--- config.mk ---
export PLATFORM = sky130hd
export DESIGN_NAME = pipelined_adder
export DESIGN_NICKNAME = d
export VERILOG_FILES = /design/src/rtl/pipelined_adder_pkg.sv /design/src/rtl/pipelined_adder_slice.sv /design/src/rtl/pipelined_adder.sv
export SDC_FILE = /design/constraint.sdc
export NUM_CORES = 1
export LEC_CHECK = 0
export ABC_AREA = 1
export CORE_MARGIN = 1.5
export CORE_UTILIZATION = 48
export CTS_CLUSTER_DIAMETER = 30
export DETAILED_ROUTE_END_ITERATION = 8
export PLACE_DENSITY = 0.77
export SETUP_SLACK_MARGIN = 0.2
export SYNTH_ARGS = -nofsm -noshare
export SYNTH_HDL_FRONTEND = slang
export SYNTH_SLANG_ARGS = --single-unit
--- constraint.sdc ---
create_clock -name clk_i -period 2 [get_ports clk_i]
set_input_delay 0.3 -clock clk_i [delete_from_list [all_inputs] [get_ports clk_i]]
set_output_delay 0.3 -clock clk_i [all_outputs]
set_load 0.005 [all_outputs]
--- src/rtl/pipelined_adder_pkg.sv ---
// Shared definitions for the pipelined adder/subtractor.
//   ADD_WIDTH    default operand/result width
//   MAX_STAGES   deepest supported pipeline
//   stage_ctl_t  control part of a stage record; the data part (a, b', partial
//                sum) is WIDTH bits per field and lives in the top as arrays
//   stages_legal elaboration-time parameter check
package pipelined_adder_pkg;

  localparam int unsigned ADD_WIDTH  = 32;
  localparam int unsigned MAX_STAGES = 4;

  // carry: carry into this stage's slice (stage 0: the subtract carry-in)
  typedef struct packed {
    logic valid;
    logic sub;
    logic carry;
  } stage_ctl_t;

  function automatic bit stages_legal(input int unsigned width, input int unsigned stages);
    return (stages >= 1) && (stages <= MAX_STAGES) && ((width % stages) == 0);
  endfunction

endpackage

--- src/rtl/pipelined_adder_slice.sv ---
// One W-bit slice of the carry chain.
//   a, b   slice operands (b already inverted for subtract)
//   cin    carry into bit 0 of the slice
//   sum    slice sum
//   cout   carry out of the slice MSB
//   c_msb  carry into the slice MSB (used for signed overflow on the top slice)
module adder_slice
  import pipelined_adder_pkg::*;
#(
  parameter int unsigned W = ADD_WIDTH / 2
) (
  input  logic [W-1:0] a,
  input  logic [W-1:0] b,
  input  logic         cin,
  output logic [W-1:0] sum,
  output logic         cout,
  output logic         c_msb
);

  logic [W:0] full;

  assign full  = {1'b0, a} + {1'b0, b} + {{W{1'b0}}, cin};
  assign sum   = full[W-1:0];
  assign cout  = full[W];
  // sum MSB = a ^ b ^ carry_in, so the carry into the MSB falls out of an XOR
  assign c_msb = full[W-1] ^ a[W-1] ^ b[W-1];

endmodule

--- src/rtl/pipelined_adder.sv ---
// Pipelined two's-complement adder/subtractor, one carry-chained slice per cycle.
//   clk_i, rst_i             clock and synchronous active-high reset
//   in_valid_i / in_ready_o  operand handshake (in_ready_o is combinational)
//   src1_i, src2_i, sub_i    operands and mode (1: src1 - src2)
//   out_valid_o / out_ready_i result handshake
//   sum_o, carry_o, overflow_o registered result and flags
module pipelined_adder
  import pipelined_adder_pkg::*;
#(
  parameter int unsigned WIDTH  = ADD_WIDTH,
  parameter int unsigned STAGES = 2
) (
  input  logic             clk_i,
  input  logic             rst_i,
  input  logic             in_valid_i,
  output logic             in_ready_o,
  input  logic [WIDTH-1:0] src1_i,
  input  logic [WIDTH-1:0] src2_i,
  input  logic             sub_i,
  output logic             out_valid_o,
  input  logic             out_ready_i,
  output logic [WIDTH-1:0] sum_o,
  output logic             carry_o,
  output logic             overflow_o
);

  localparam int unsigned WS = WIDTH / STAGES;

  if (!stages_legal(WIDTH, STAGES)) begin : g_bad_params
    $error("pipelined_adder: WIDTH must divide by STAGES and STAGES must be 1..4");
  end

  // stage k holds an op waiting for slice k to be added
  logic [WIDTH-1:0] a_q    [STAGES];
  logic [WIDTH-1:0] b_q    [STAGES];
  logic [WIDTH-1:0] psum_q [STAGES];
  stage_ctl_t       ctl_q  [STAGES];

  logic [WS-1:0]    slice_sum  [STAGES];
  logic             slice_cout [STAGES];
  logic             slice_cmsb [STAGES];
  logic [WIDTH-1:0] merged     [STAGES];
  logic             advance;

  // Global stall: the whole pipe moves only when the output slot can take a value
  assign advance    = !out_valid_o || out_ready_i;
  assign in_ready_o = advance;

  for (genvar k = 0; k < STAGES; k++) begin : g_slice
    adder_slice #(.W(WS)) u_slice (
      .a     (a_q[k][k*WS +: WS]),
      .b     (b_q[k][k*WS +: WS]),
      .cin   (ctl_q[k].carry),
      .sum   (slice_sum[k]),
      .cout  (slice_cout[k]),
      .c_msb (slice_cmsb[k])
    );
  end

  // Partial sum after this stage: completed lower bits plus this stage's slice
  always_comb begin
    for (int k = 0; k < STAGES; k++) begin
      merged[k] = psum_q[k];
      merged[k][k*WS +: WS] = slice_sum[k];
    end
  end

  // Stage registers and output registers; bubbles shift along with real ops
  always_ff @(posedge clk_i) begin
    if (rst_i) begin
      for (int k = 0; k < STAGES; k++) begin
        ctl_q[k] <= '0;
      end
      out_valid_o <= 1'b0;
      sum_o       <= '0;
      carry_o     <= 1'b0;
      overflow_o  <= 1'b0;
    end else if (advance) begin
      a_q[0]       <= src1_i;
      b_q[0]       <= sub_i ? ~src2_i : src2_i;
      psum_q[0]    <= '0;
      ctl_q[0]     <= '{valid: in_valid_i, sub: sub_i, carry: sub_i};
      for (int k = 1; k < STAGES; k++) begin
        a_q[k]    <= a_q[k-1];
        b_q[k]    <= b_q[k-1];
        psum_q[k] <= merged[k-1];
        ctl_q[k]  <= '{valid: ctl_q[k-1].valid, sub: ctl_q[k-1].sub, carry: slice_cout[k-1]};
      end
      out_valid_o <= ctl_q[STAGES-1].valid;
      sum_o       <= merged[STAGES-1];
      carry_o     <= slice_cout[STAGES-1];
      overflow_o  <= slice_cmsb[STAGES-1] ^ slice_cout[STAGES-1];
    end
  end

endmodule
==> results.sh, run 1 <==
export IMPL_drc=0
export IMPL_htreeDepth=4
export IMPL_clk_latency_ps=420
export IMPL_fin_ws_ps=32.7
export IMPL_netlist_instances=532
export IMPL_p_switching_w=0.00206
export IMPL_finalCriticalPeriod_ps=1970
export IMPL_hold_worst_slack_ps=416
export IMPL_wl_per_cell_um=14.9
export IMPL_pwr_density_cell_mw_per_mm2=953
export IMPL_leakagePower_nw=3.52
export IMPL_crit_end="psum_q[1][10]"
export IMPL_synth_top_area_share_pct=53.5
export IMPL_synth_warnings=0
export IMPL_cp_startpoint="ctl_q[0][0]"
export IMPL_pwr_share_clk_pct=36.0
export IMPL_multiInputGateArea_mm2=0.00247
export IMPL_syn_area_mm2=0.00652
export IMPL_grt_antenna_before_repair=0
export IMPL_hold_class="flip-flop to flip-flop"
export IMPL_p_int_w=0.00641
export IMPL_via_per_inst=5.12
export IMPL_fin_skew_ps=6.32
export IMPL_grt_pass1_wl_mm=19.7
export IMPL_finalCritPeriodShare_pct=98.4
export IMPL_yosysTopAreaCell="edfxtp_1"
export IMPL_ios=105
export IMPL_rows=42
export IMPL_setup_viol=0
export IMPL_ant_nets=0
export IMPL_worst_setup_path_end_kind="flip-flop"
export IMPL_core_region_area_mm2=0.0132
export IMPL_crit_type="flip-flop to flip-flop"
export IMPL_worst_path_max_fanout=3
export IMPL_numCtsBuffers=17
export IMPL_die_x_um=120
export IMPL_avgSynthCellArea_um2=12.2
export IMPL_synth_area_leaders="edfxtp_1 53%, dfxtp_1 11%, xor2_1 5.9%, ha_1 5.8%, nand2_1 5.1%"
export IMPL_status="finished, final reports clean"
export IMPL_vias=4404
export IMPL_drv_cap=0
export IMPL_grt_max_degree=66
export IMPL_fill_cells=991
export IMPL_finalHoldViolations=0
export IMPL_cp_required_ps=2170
export IMPL_cts_root_buf="clkbuf_16"
export IMPL_ys_seq_area_share_pct=64.2
export IMPL_crit_path_start_kind="flip-flop"
export IMPL_regArea_mm2=0.00418
export IMPL_ys_async_sr_fraction_pct=0
export IMPL_ir_worst_vdd_mv=0.608
export IMPL_r2r_end="psum_q[1][10]"
export IMPL_fmax_ghz=0.508
export IMPL_floorplan_die_area_mm2=0.0143
export IMPL_num_antenna_cells=0
export IMPL_r2r_slack_ps=30
export IMPL_cts_tree="built"
export IMPL_port_buffers=104
export IMPL_swShare_pct=24.3
export IMPL_rsz0062_at_grt="yes"
export IMPL_clk_pin_slew_worst_paths_ps=60
export IMPL_grt_pass1_vias=4179
export IMPL_clk_path_buf_depth=2
export IMPL_post_place_ws_ps=12.1
export IMPL_dp_hpwl_mm=8.52
export IMPL_die_y_um=120
export IMPL_initial_utilization_pct=49.2
export IMPL_r2r_start="ctl_q[0][0]"
export IMPL_finalWirelength_mm=12.8
export IMPL_ys_ff_latch=151
export IMPL_grt_remaining_overflow=0
export IMPL_first_pass_iters=4
export IMPL_placed_area_mm2=0.00784
export IMPL_synth_distinct_cells=36
export IMPL_slew_headroom_pct=36.2
export IMPL_layout_drive_gt1_share_pct=20.2
export IMPL_ys_flop_type="edfxtp_1"
export IMPL_worstRegToRegCells=8
export IMPL_synth_edf_count=116
export IMPL_final_max_slew_viol_count=0
export IMPL_clock_sinks=151
export IMPL_pwr_share_comb_pct=18.0
export IMPL_drtIter0Drc=303
export IMPL_fin_nets=774
export IMPL_p_seq_share_pct=46.0
export IMPL_grtUsageTotal_pct=18.1
export IMPL_worstMarginPinSlew_ps=957
export IMPL_final_area_mm2=0.00888
export IMPL_gp_congestion=0.925
export IMPL_cp_arrival_ps=2140
export IMPL_synthToLayoutAreaGrowth_pct=36.3
export IMPL_syn_nets=635
worst max-delay path: stages, from the launching register on:
cell	delay [ps]
edfxtp_1	400
fa_2	420
inv_2	60
fa_2	220
o21ai_4	80
a21boi_2	200
o21ai_2	100
a21oi_2	140
xor2_1	80
how the worst min path moves through the flow:
stage | startpoint | to | depth (start not counted)
after CTS | src1_i[12] | a_q[0][12] | 1
after global routing | src1_i[9] | a_q[0][9] | 1
after floorplan | rst_i | out_valid_o | 1
final | b_q[0][26] | b_q[0][58] | 0
after global placement | b_q[0][17] | b_q[0][49] | 0
after detailed placement | b_q[0][20] | b_q[0][52] | 0
power by group through the flow:
stage | Combinational (W) | Clock, W | Sequential (W)
CTS | 0.00137 | 0.00310 | 0.00389
floorplan | 0.000729 | 0 | 0.00392
detailed placement | 0.00127 | 0 | 0.00395
global placement | 0.00123 | 0 | 0.00394
global route | 0.00166 | 0.00325 | 0.00392
finish | 0.00152 | 0.00305 | 0.00390
sequential cells by signal (all words and copies together) (netlist names):
name and cells:
ctl_q 4, psum_q 16, sum_o 32, overflow_o 1
out_valid_o 1, carry_o 1, b_q 48, a_q 48
cells in the final DEF, fill, tap and decap left out, types with 5 or more instances in the layout:
master           count
a21oi_1             21
a21oi_2             14
a22o_1              17
buf_4               23
clkbuf_16           17
clkdlybuf4s50_1    103
dfxtp_1             35
edfxtp_1           116
ha_1                20
ha_4                 9
inv_1               44
inv_2                7
nand2_1             80
nand2_2             13
nand3_1              7
nand3_2             11
nor2_1              18
o21ai_0             13
o21ai_2              5
xor2_1              43
what timing repair did:
action | in CTS | in global routing
pin swaps | 16 | 16
resized for setup | 26 | 48
setup buffers | 8 | 9
endpoints found under the setup margin | 21 | 23
hold buffers | 0 | 0
synth_stat cells (7+ instances only):
master / number
o21ai_0: 21
a22o_1: 17
nor2_1: 20
edfxtp_1: 116
buf_2: 7
ha_1: 30
nand3_1: 18
dfxtp_1: 35
xor2_1: 44
nand2_1: 89
inv_1: 50
a21oi_1: 36
logic make-up (layout without fill, tap and decap cells):
kind of cell,after synthesis,in the layout,share of synthesized area [%]
AND/OR/NAND/NOR,146,146,9.74
XOR/XNOR,48,48,6.45
buffers and inverters,61,213,3.80
adder cells (fa/ha/maj),34,34,6.99
AO/OA/AOI/OAI,92,92,8.81
flip-flops,151,151,64.2
cell type report:
| cell class | instances | area share [%] |
|---|---|---|
| Inverter | 51 | 2.16 |
| Sequential cell | 151 | 47.1 |
| Clock buffer | 22 | 5.23 |
| Multi-Input combinational cell | 320 | 27.8 |
| Tap cell | 176 | 2.48 |
| Timing Repair Buffer | 130 | 14.1 |
| Clock inverter | 10 | 1.16 |
metrics by stage:
stage	total power, W	cells	setup TNS, ps	utilization (%)
final	0.00847	860	0	67.1
after global routing	0.00883	860	-227	67.1
after CTS	0.00836	851	0	64.9
after detailed placement	0.00522	811	0	59.2
after global placement	0.00516	811	0	59.2
after floorplan	0.00465	532	0	-
metal layers:
layer  wire, µm  vias up  global-route usage (%)
met5          0        -                       0
met1       5140     2089                    21.2
met3        716       29                    5.37
met2       6580      153                    30.4
li1           -     2133                       -
met4        367        0                    8.71
Note: power is estimated with default switching activity, not from simulation.
==> run 2, diff against run 1 <==
CORE_UTILIZATION = 50   (was 48)
PLACE_DENSITY = 0.76   (was 0.77)
clock period = 1.88 ns   (was 2 ns; I/O delays follow)
==> results.sh, run 2 (same netlist as run 1, synthesis figures left out) <==
export IMPL_status="finished, violations left"
export IMPL_violations="setup timing"
export IMPL_via_per_inst=5.09
export IMPL_cts_root_buf="clkbuf_16"
export IMPL_final_common_cell="edfxtp_1"
export IMPL_grt_pass1_vias=4357
export IMPL_clock_sinks=151
export IMPL_fin_nets=779
export IMPL_num_antenna_cells=0
export IMPL_vias=4379
export IMPL_layout_drive_gt1_share_pct=21.8
export IMPL_wl_per_cell_um=15.2
export IMPL_finalSetupTns_ps=-840
export IMPL_cts_tree="built"
export IMPL_worstMarginPinSlew_ps=439
export IMPL_floorplan_die_area_mm2=0.0137
export IMPL_p_int_w=0.00692
export IMPL_p_switching_w=0.00228
export IMPL_met3_usage_pct=5.36
export IMPL_drtIter0Drc=232
export IMPL_final_util_pct=71.5
export IMPL_rsz0062_at_grt="yes"
export IMPL_crit_type="flip-flop to flip-flop"
export IMPL_post_place_ws_ps=-121
export IMPL_finalHoldViolations=0
export IMPL_ios=105
export IMPL_worst_path_max_fanout=3
export IMPL_hold_worst_slack_ps=417
export IMPL_pwr_share_comb_pct=18.3
export IMPL_cp_arrival_ps=2170
export IMPL_slew_headroom_pct=70.7
export IMPL_clk_latency_ps=420
export IMPL_grt_remaining_overflow=0
export IMPL_met2_usage_pct=34.6
export IMPL_p_seq_share_pct=45.1
export IMPL_leakagePower_nw=3.58
export IMPL_grt_busiest_layer="met2"
export IMPL_numCtsBuffers=17
export IMPL_crit_path_start_kind="flip-flop"
export IMPL_grt_max_degree=57
export IMPL_die_y_um=117
export IMPL_clk_pin_slew_worst_paths_ps=60
export IMPL_ant_nets=0
export IMPL_dp_hpwl_mm=8.54
export IMPL_place_inst=814
export IMPL_cp_required_ps=2050
export IMPL_gp_congestion=0.947
export IMPL_die_x_um=117
export IMPL_fin_ws_ps=-121
export IMPL_gr_usage_met1_pct=22.5
export IMPL_htreeDepth=4
export IMPL_pwr_density_cell_mw_per_mm2=1020
export IMPL_clk_path_buf_depth=2
export IMPL_finalWirelength_mm=13.1
export IMPL_rows=41
export IMPL_worst_setup_path_end_kind="flip-flop"
export IMPL_core_region_area_mm2=0.0127
export IMPL_setup_viol=16
export IMPL_cts_hold_buf=0
export IMPL_swShare_pct=24.7
export IMPL_fmax_ghz=0.500
export IMPL_pwr_share_clk_pct=36.5
export IMPL_port_buffers=104
export IMPL_fin_skew_ps=7.08
export IMPL_layout_cells_non_filler=861
export IMPL_hold_class="flip-flop to flip-flop"
export IMPL_final_max_slew_viol_count=0
export IMPL_finalCritPeriodShare_pct=106
export IMPL_grt_pass1_wl_mm=20.0
export IMPL_final_cell_mix="116 x edfxtp_1, 102 x clkdlybuf4s50_1, 79 x nand2_1"
export IMPL_drv_cap=0
export IMPL_ir_worst_vdd_mv=0.654
export IMPL_first_pass_iters=7
export IMPL_synthToLayoutAreaGrowth_pct=38.9
export IMPL_top_regs="a_q: 48 flops, b_q: 48 flops, sum_o: 32 flops"
export IMPL_grt_antenna_before_repair=0
export IMPL_initial_utilization_pct=51.4
export IMPL_drc=0
export IMPL_finalCriticalPeriod_ps=2000
export IMPL_grtUsageTotal_pct=19.6
==> run 2: changes by cell type in the layout (fill, tap and decap cells not counted), moves of 3 or more <==
| cell | before | now |
|---|---|---|
| ha_4 | 9 | 12 |
| buf_4 | 23 | 19 |
| buf_12 | 1 | 4 |
| buf_6 | 2 | 8 |
| a21oi_2 | 14 | 11 |
| ha_1 | 20 | 16 |
| clkbuf_1 | 3 | 0 |
==> run 2: path summary, 6_finish.rpt <==
kind | cells after the start | from | endpoint | slack, ps
max reg2reg | 8 | b_q[0][0] | psum_q[1][10] | -120
min | 0 | a_q[0][28] | a_q[0][60] | 420
max | 8 | b_q[0][0] | psum_q[1][10] | -120
min reg2reg | 0 | a_q[0][28] | a_q[0][60] | 420
==> run 2: area by class of cell <==
type / count / area (µm²)
Clock buffer: 17 / 425
Clock inverter: 15 / 160
Fill cell: 857 / 3620
Inverter: 51 / 191
Multi-Input combinational cell: 320 / 2530
Sequential cell: 151 / 4180
Tap cell: 172 / 215
Timing Repair Buffer: 135 / 1350
==> run 2: worst max-delay path, cell delays in order (launching register included) <==
cell and delay [ps]:
edfxtp_1 360, fa_2 240, inv_2 40, fa_2 380, o21ai_4 220, a21boi_2 110
o21ai_2 190, a21oi_2 80, xor2_1 140
==> run 2: what timing repair did <==
action,4_1_cts,5_1_grt
buffers inserted,4,11
resized for setup,40,45
setup endpoints to repair,25,27
pin swaps,20,18
==> run 2: power groups by stage <==
| stage | sequential [W] | combinational [W] | clock [W] |
|---|---|---|---|
| floorplan | 0.00417 | 0.000783 | 0 |
| global placement | 0.00419 | 0.00135 | 0 |
| detailed placement | 0.00420 | 0.00138 | 0 |
| CTS | 0.00415 | 0.00150 | 0.00342 |
| global route | 0.00418 | 0.00185 | 0.00355 |
| finish | 0.00415 | 0.00169 | 0.00336 |
==> run 2: routing by layer <==
metal | wire, µm | share of wire [%] | vias to the layer above
li1 | - | - | 2136
met1 | 5170 | 39 | 2070
met2 | 6980 | 53 | 149
met3 | 717 | 5.5 | 24
met4 | 250 | 1.9 | 0
met5 | 0 | 0 | -
==> run 2: stage by stage <==
| stage | area, µm² | total power, W |
|---|---|---|
| after floorplan | 6560 | 0.00495 |
| after global placement | 7930 | 0.00553 |
| after detailed placement | 7930 | 0.00558 |
| after CTS | 8740 | 0.00907 |
| after global routing | 9050 | 0.00958 |
| final | 9050 | 0.00920 |
==> run 3, diff against run 2 <==
ABC_AREA = not set   (was 1)
CORE_MARGIN = 2   (was 1.5)
==> results.sh, run 3 <==
export IMPL_status="finished, violations left"
export IMPL_violations="setup timing"
export IMPL_syn_area_mm2=0.00647
export IMPL_yosysMostFrequentCell="edfxtp_1"
export IMPL_synthToLayoutAreaGrowth_pct=44.8
export IMPL_finalSetupTns_ps=-10100
export IMPL_synth_distinct_cells=42
export IMPL_cp_startpoint="b_q[0][48]"
export IMPL_grtUsageTotal_pct=20.6
export IMPL_slew_headroom_pct=73.0
export IMPL_drc=0
export IMPL_grt_pass1_wl_mm=22.1
export IMPL_finalCritPeriodShare_pct=135
export IMPL_synth_compound_area_share_pct=10.9
export IMPL_vias=4599
export IMPL_clk_pin_slew_worst_paths_ps=60
export IMPL_synth_warnings=0
export IMPL_worst_path_max_fanout=3
export IMPL_cp_arrival_ps=2850
export IMPL_die_x_um=118
export IMPL_finalCriticalPeriod_ps=2530
export IMPL_numCtsBuffers=17
export IMPL_fin_ws_ps=-653
export IMPL_r2r_slack_ps=-650
export IMPL_ys_async_sr_fraction_pct=0
export IMPL_final_max_slew_viol_count=0
export IMPL_layout_cells_non_filler=880
export IMPL_final_util_pct=74.2
export IMPL_hold_class="primary input to flip-flop"
export IMPL_fin_nets=798
export IMPL_clk_latency_ps=430
export IMPL_drv_cap=0
export IMPL_netlist_instances=505
export IMPL_cts_tree="built"
export IMPL_cp_required_ps=2200
export IMPL_synth_xor_xnor_area_share_pct=7.18
export IMPL_grt_max_degree=56
export IMPL_r2r_start="b_q[0][48]"
export IMPL_ant_nets=0
export IMPL_floorplan_die_area_mm2=0.0139
export IMPL_rows=41
export IMPL_ys_flop_type="edfxtp_1"
export IMPL_via_per_inst=5.23
export IMPL_worst_setup_path_end_kind="flip-flop"
export IMPL_grt_pass1_vias=4578
export IMPL_synth_top_family_by_area="compound AO/OA/AOI/OAI gates"
export IMPL_place_inst=834
export IMPL_cts_root_buf="clkbuf_16"
export IMPL_synth_simple_area_share_pct=8.03
export IMPL_grt_remaining_overflow=0
export IMPL_syn_nets=608
export IMPL_die_y_um=118
export IMPL_synth_edf_count=116
export IMPL_yosys_top_cells_count="116 x edfxtp_1, 59 x nand2_1, 50 x a21oi_1, 35 x dfxtp_1, 34 x xor2_1"
export IMPL_post_place_ws_ps=-706
export IMPL_worstMarginPinSlew_ps=405
export IMPL_layout_drive_gt1_share_pct=25.3
export IMPL_top_regs="a_q: 48 flops, b_q: 48 flops, sum_o: 32 flops"
export IMPL_worstRegToRegCells=11
export IMPL_rsz0062_at_grt="yes"
export IMPL_core_region_area_mm2=0.0126
export IMPL_ys_seq_area_share_pct=64.7
export IMPL_finalWirelength_mm=14.2
export IMPL_final_common_cell="edfxtp_1"
export IMPL_finalHoldViolations=0
export IMPL_num_antenna_cells=0
export IMPL_crit_end="overflow_o"
export IMPL_leakagePower_nw=3.67
export IMPL_min_delay_path_depth=2
export IMPL_synth_area_leaders="edfxtp_1 54%, dfxtp_1 11%, ha_1 5.8%, xor2_1 4.6%, a21oi_1 3.9%"
export IMPL_grt_antenna_before_repair=0
export IMPL_first_pass_iters=4
export IMPL_initial_utilization_pct=51.2
export IMPL_setup_viol=25
export IMPL_hold_worst_slack_ps=401
export IMPL_pwr_density_cell_mw_per_mm2=1040
export IMPL_ir_worst_vdd_mv=0.815
export IMPL_drtIter0Drc=291
export IMPL_ys_ff_latch=151
export IMPL_synthAdderAreaFrac_pct=7.04
export IMPL_fin_skew_ps=6.46
export IMPL_clock_sinks=151
export IMPL_r2r_end="overflow_o"
export IMPL_clk_path_buf_depth=2
export IMPL_final_cell_mix="116 x edfxtp_1, 102 x clkdlybuf4s50_1, 67 x buf_4"
export IMPL_fmax_ghz=0.395
export IMPL_port_buffers=104
export IMPL_crit_type="flip-flop to flip-flop"
export IMPL_gp_congestion=0.898
export IMPL_htreeDepth=4
export IMPL_ios=105
export IMPL_crit_path_start_kind="flip-flop"
export IMPL_cts_hold_buf=0
export IMPL_yosysTopAreaCell="edfxtp_1"
export IMPL_avgSynthCellArea_um2=12.8
export IMPL_dp_hpwl_mm=9.58
export IMPL_wl_per_cell_um=16.1
export IMPL_synth_top_area_share_pct=53.9
export IMPL_synth_mux_area_share_pct=0.155
-- run 3: cell families (layout without fill, tap and decap cells) --
| logic type | count (synthesis) | in the layout |
|---|---|---|
| AO/OA/AOI/OAI | 113 | 113 |
| XOR/XNOR | 53 | 53 |
| adder cells (fa/ha/maj) | 34 | 34 |
| buffers and inverters | 34 | 237 |
| flip-flops | 151 | 151 |
| multiplexers | 1 | 1 |
| AND/OR/NAND/NOR | 119 | 119 |
-- run 3: what timing repair did --
action / in CTS / in global routing
pin swaps: 32 / 25
gates resized for setup: 35 / 27
endpoints found under the setup margin: 28 / 31
setup buffers: 8 / 6
-- run 3: worst min path at each step --
| stage | start | endpoint | slack (ps) |
|---|---|---|---|
| floorplan | src1_i[0] | a_q[0][0] | 380 |
| global placement | b_q[0][20] | b_q[0][52] | 400 |
| detailed placement | a_q[0][22] | a_q[0][54] | 400 |
| CTS | sub_i | b_q[0][27] | 390 |
| global route | src1_i[12] | a_q[0][12] | 400 |
| finish | sub_i | b_q[0][27] | 400 |
-- run 3: worst max-delay path, stage by stage, from the launching register on --
cell and delay (ps):
edfxtp_1 360, fa_2 260, inv_2 50, fa_2 330, nand2b_4 160, a21oi_4 200, a21oi_2 90, a31o_1 220
a21o_1 200, a221oi_2 280, xnor2_1 90, a22o_1 170
-- run 3: area by class of cell --
type | instances | area, µm²
inverter | 19 | 72.6
fill | 816 | 3260
tap | 172 | 215
multi-input combinational | 320 | 2470
timing repair buffer | 186 | 1760
clock buffer | 19 | 433
sequential | 151 | 4190
clock inverter | 13 | 228
-- run 3: per-stage QoR --
| stage | instance area (µm²) | total power, W |
|---|---|---|
| final | 9360 | 0.00969 |
| after global routing | 9360 | 0.0100 |
| after CTS | 9200 | 0.00961 |
| after detailed placement | 8320 | 0.00574 |
| after global placement | 8320 | 0.00567 |
| after floorplan | 6540 | 0.00495 |
-- run 3: per-layer routing --
| metal | up-vias | global-route usage, % | wire length [µm] |
|---|---|---|---|
| met5 | - | 0 | 0 |
| met4 | 0 | 9.26 | 248 |
| met3 | 22 | 5.33 | 644 |
| met2 | 143 | 35.1 | 7380 |
| met1 | 2238 | 24.6 | 5910 |
| li1 | 2196 | - | - |
-- run 3: report_power, final --
part	total, W	switching (W)	leakage [nW]	internal [W]
Combinational	0.00182	0.000821	1.94	0.00100
Clock	0.00376	0.00128	0.307	0.00248
Sequential	0.00411	0.000136	1.43	0.00398
Total	0.00969	0.00224	3.67	0.00746
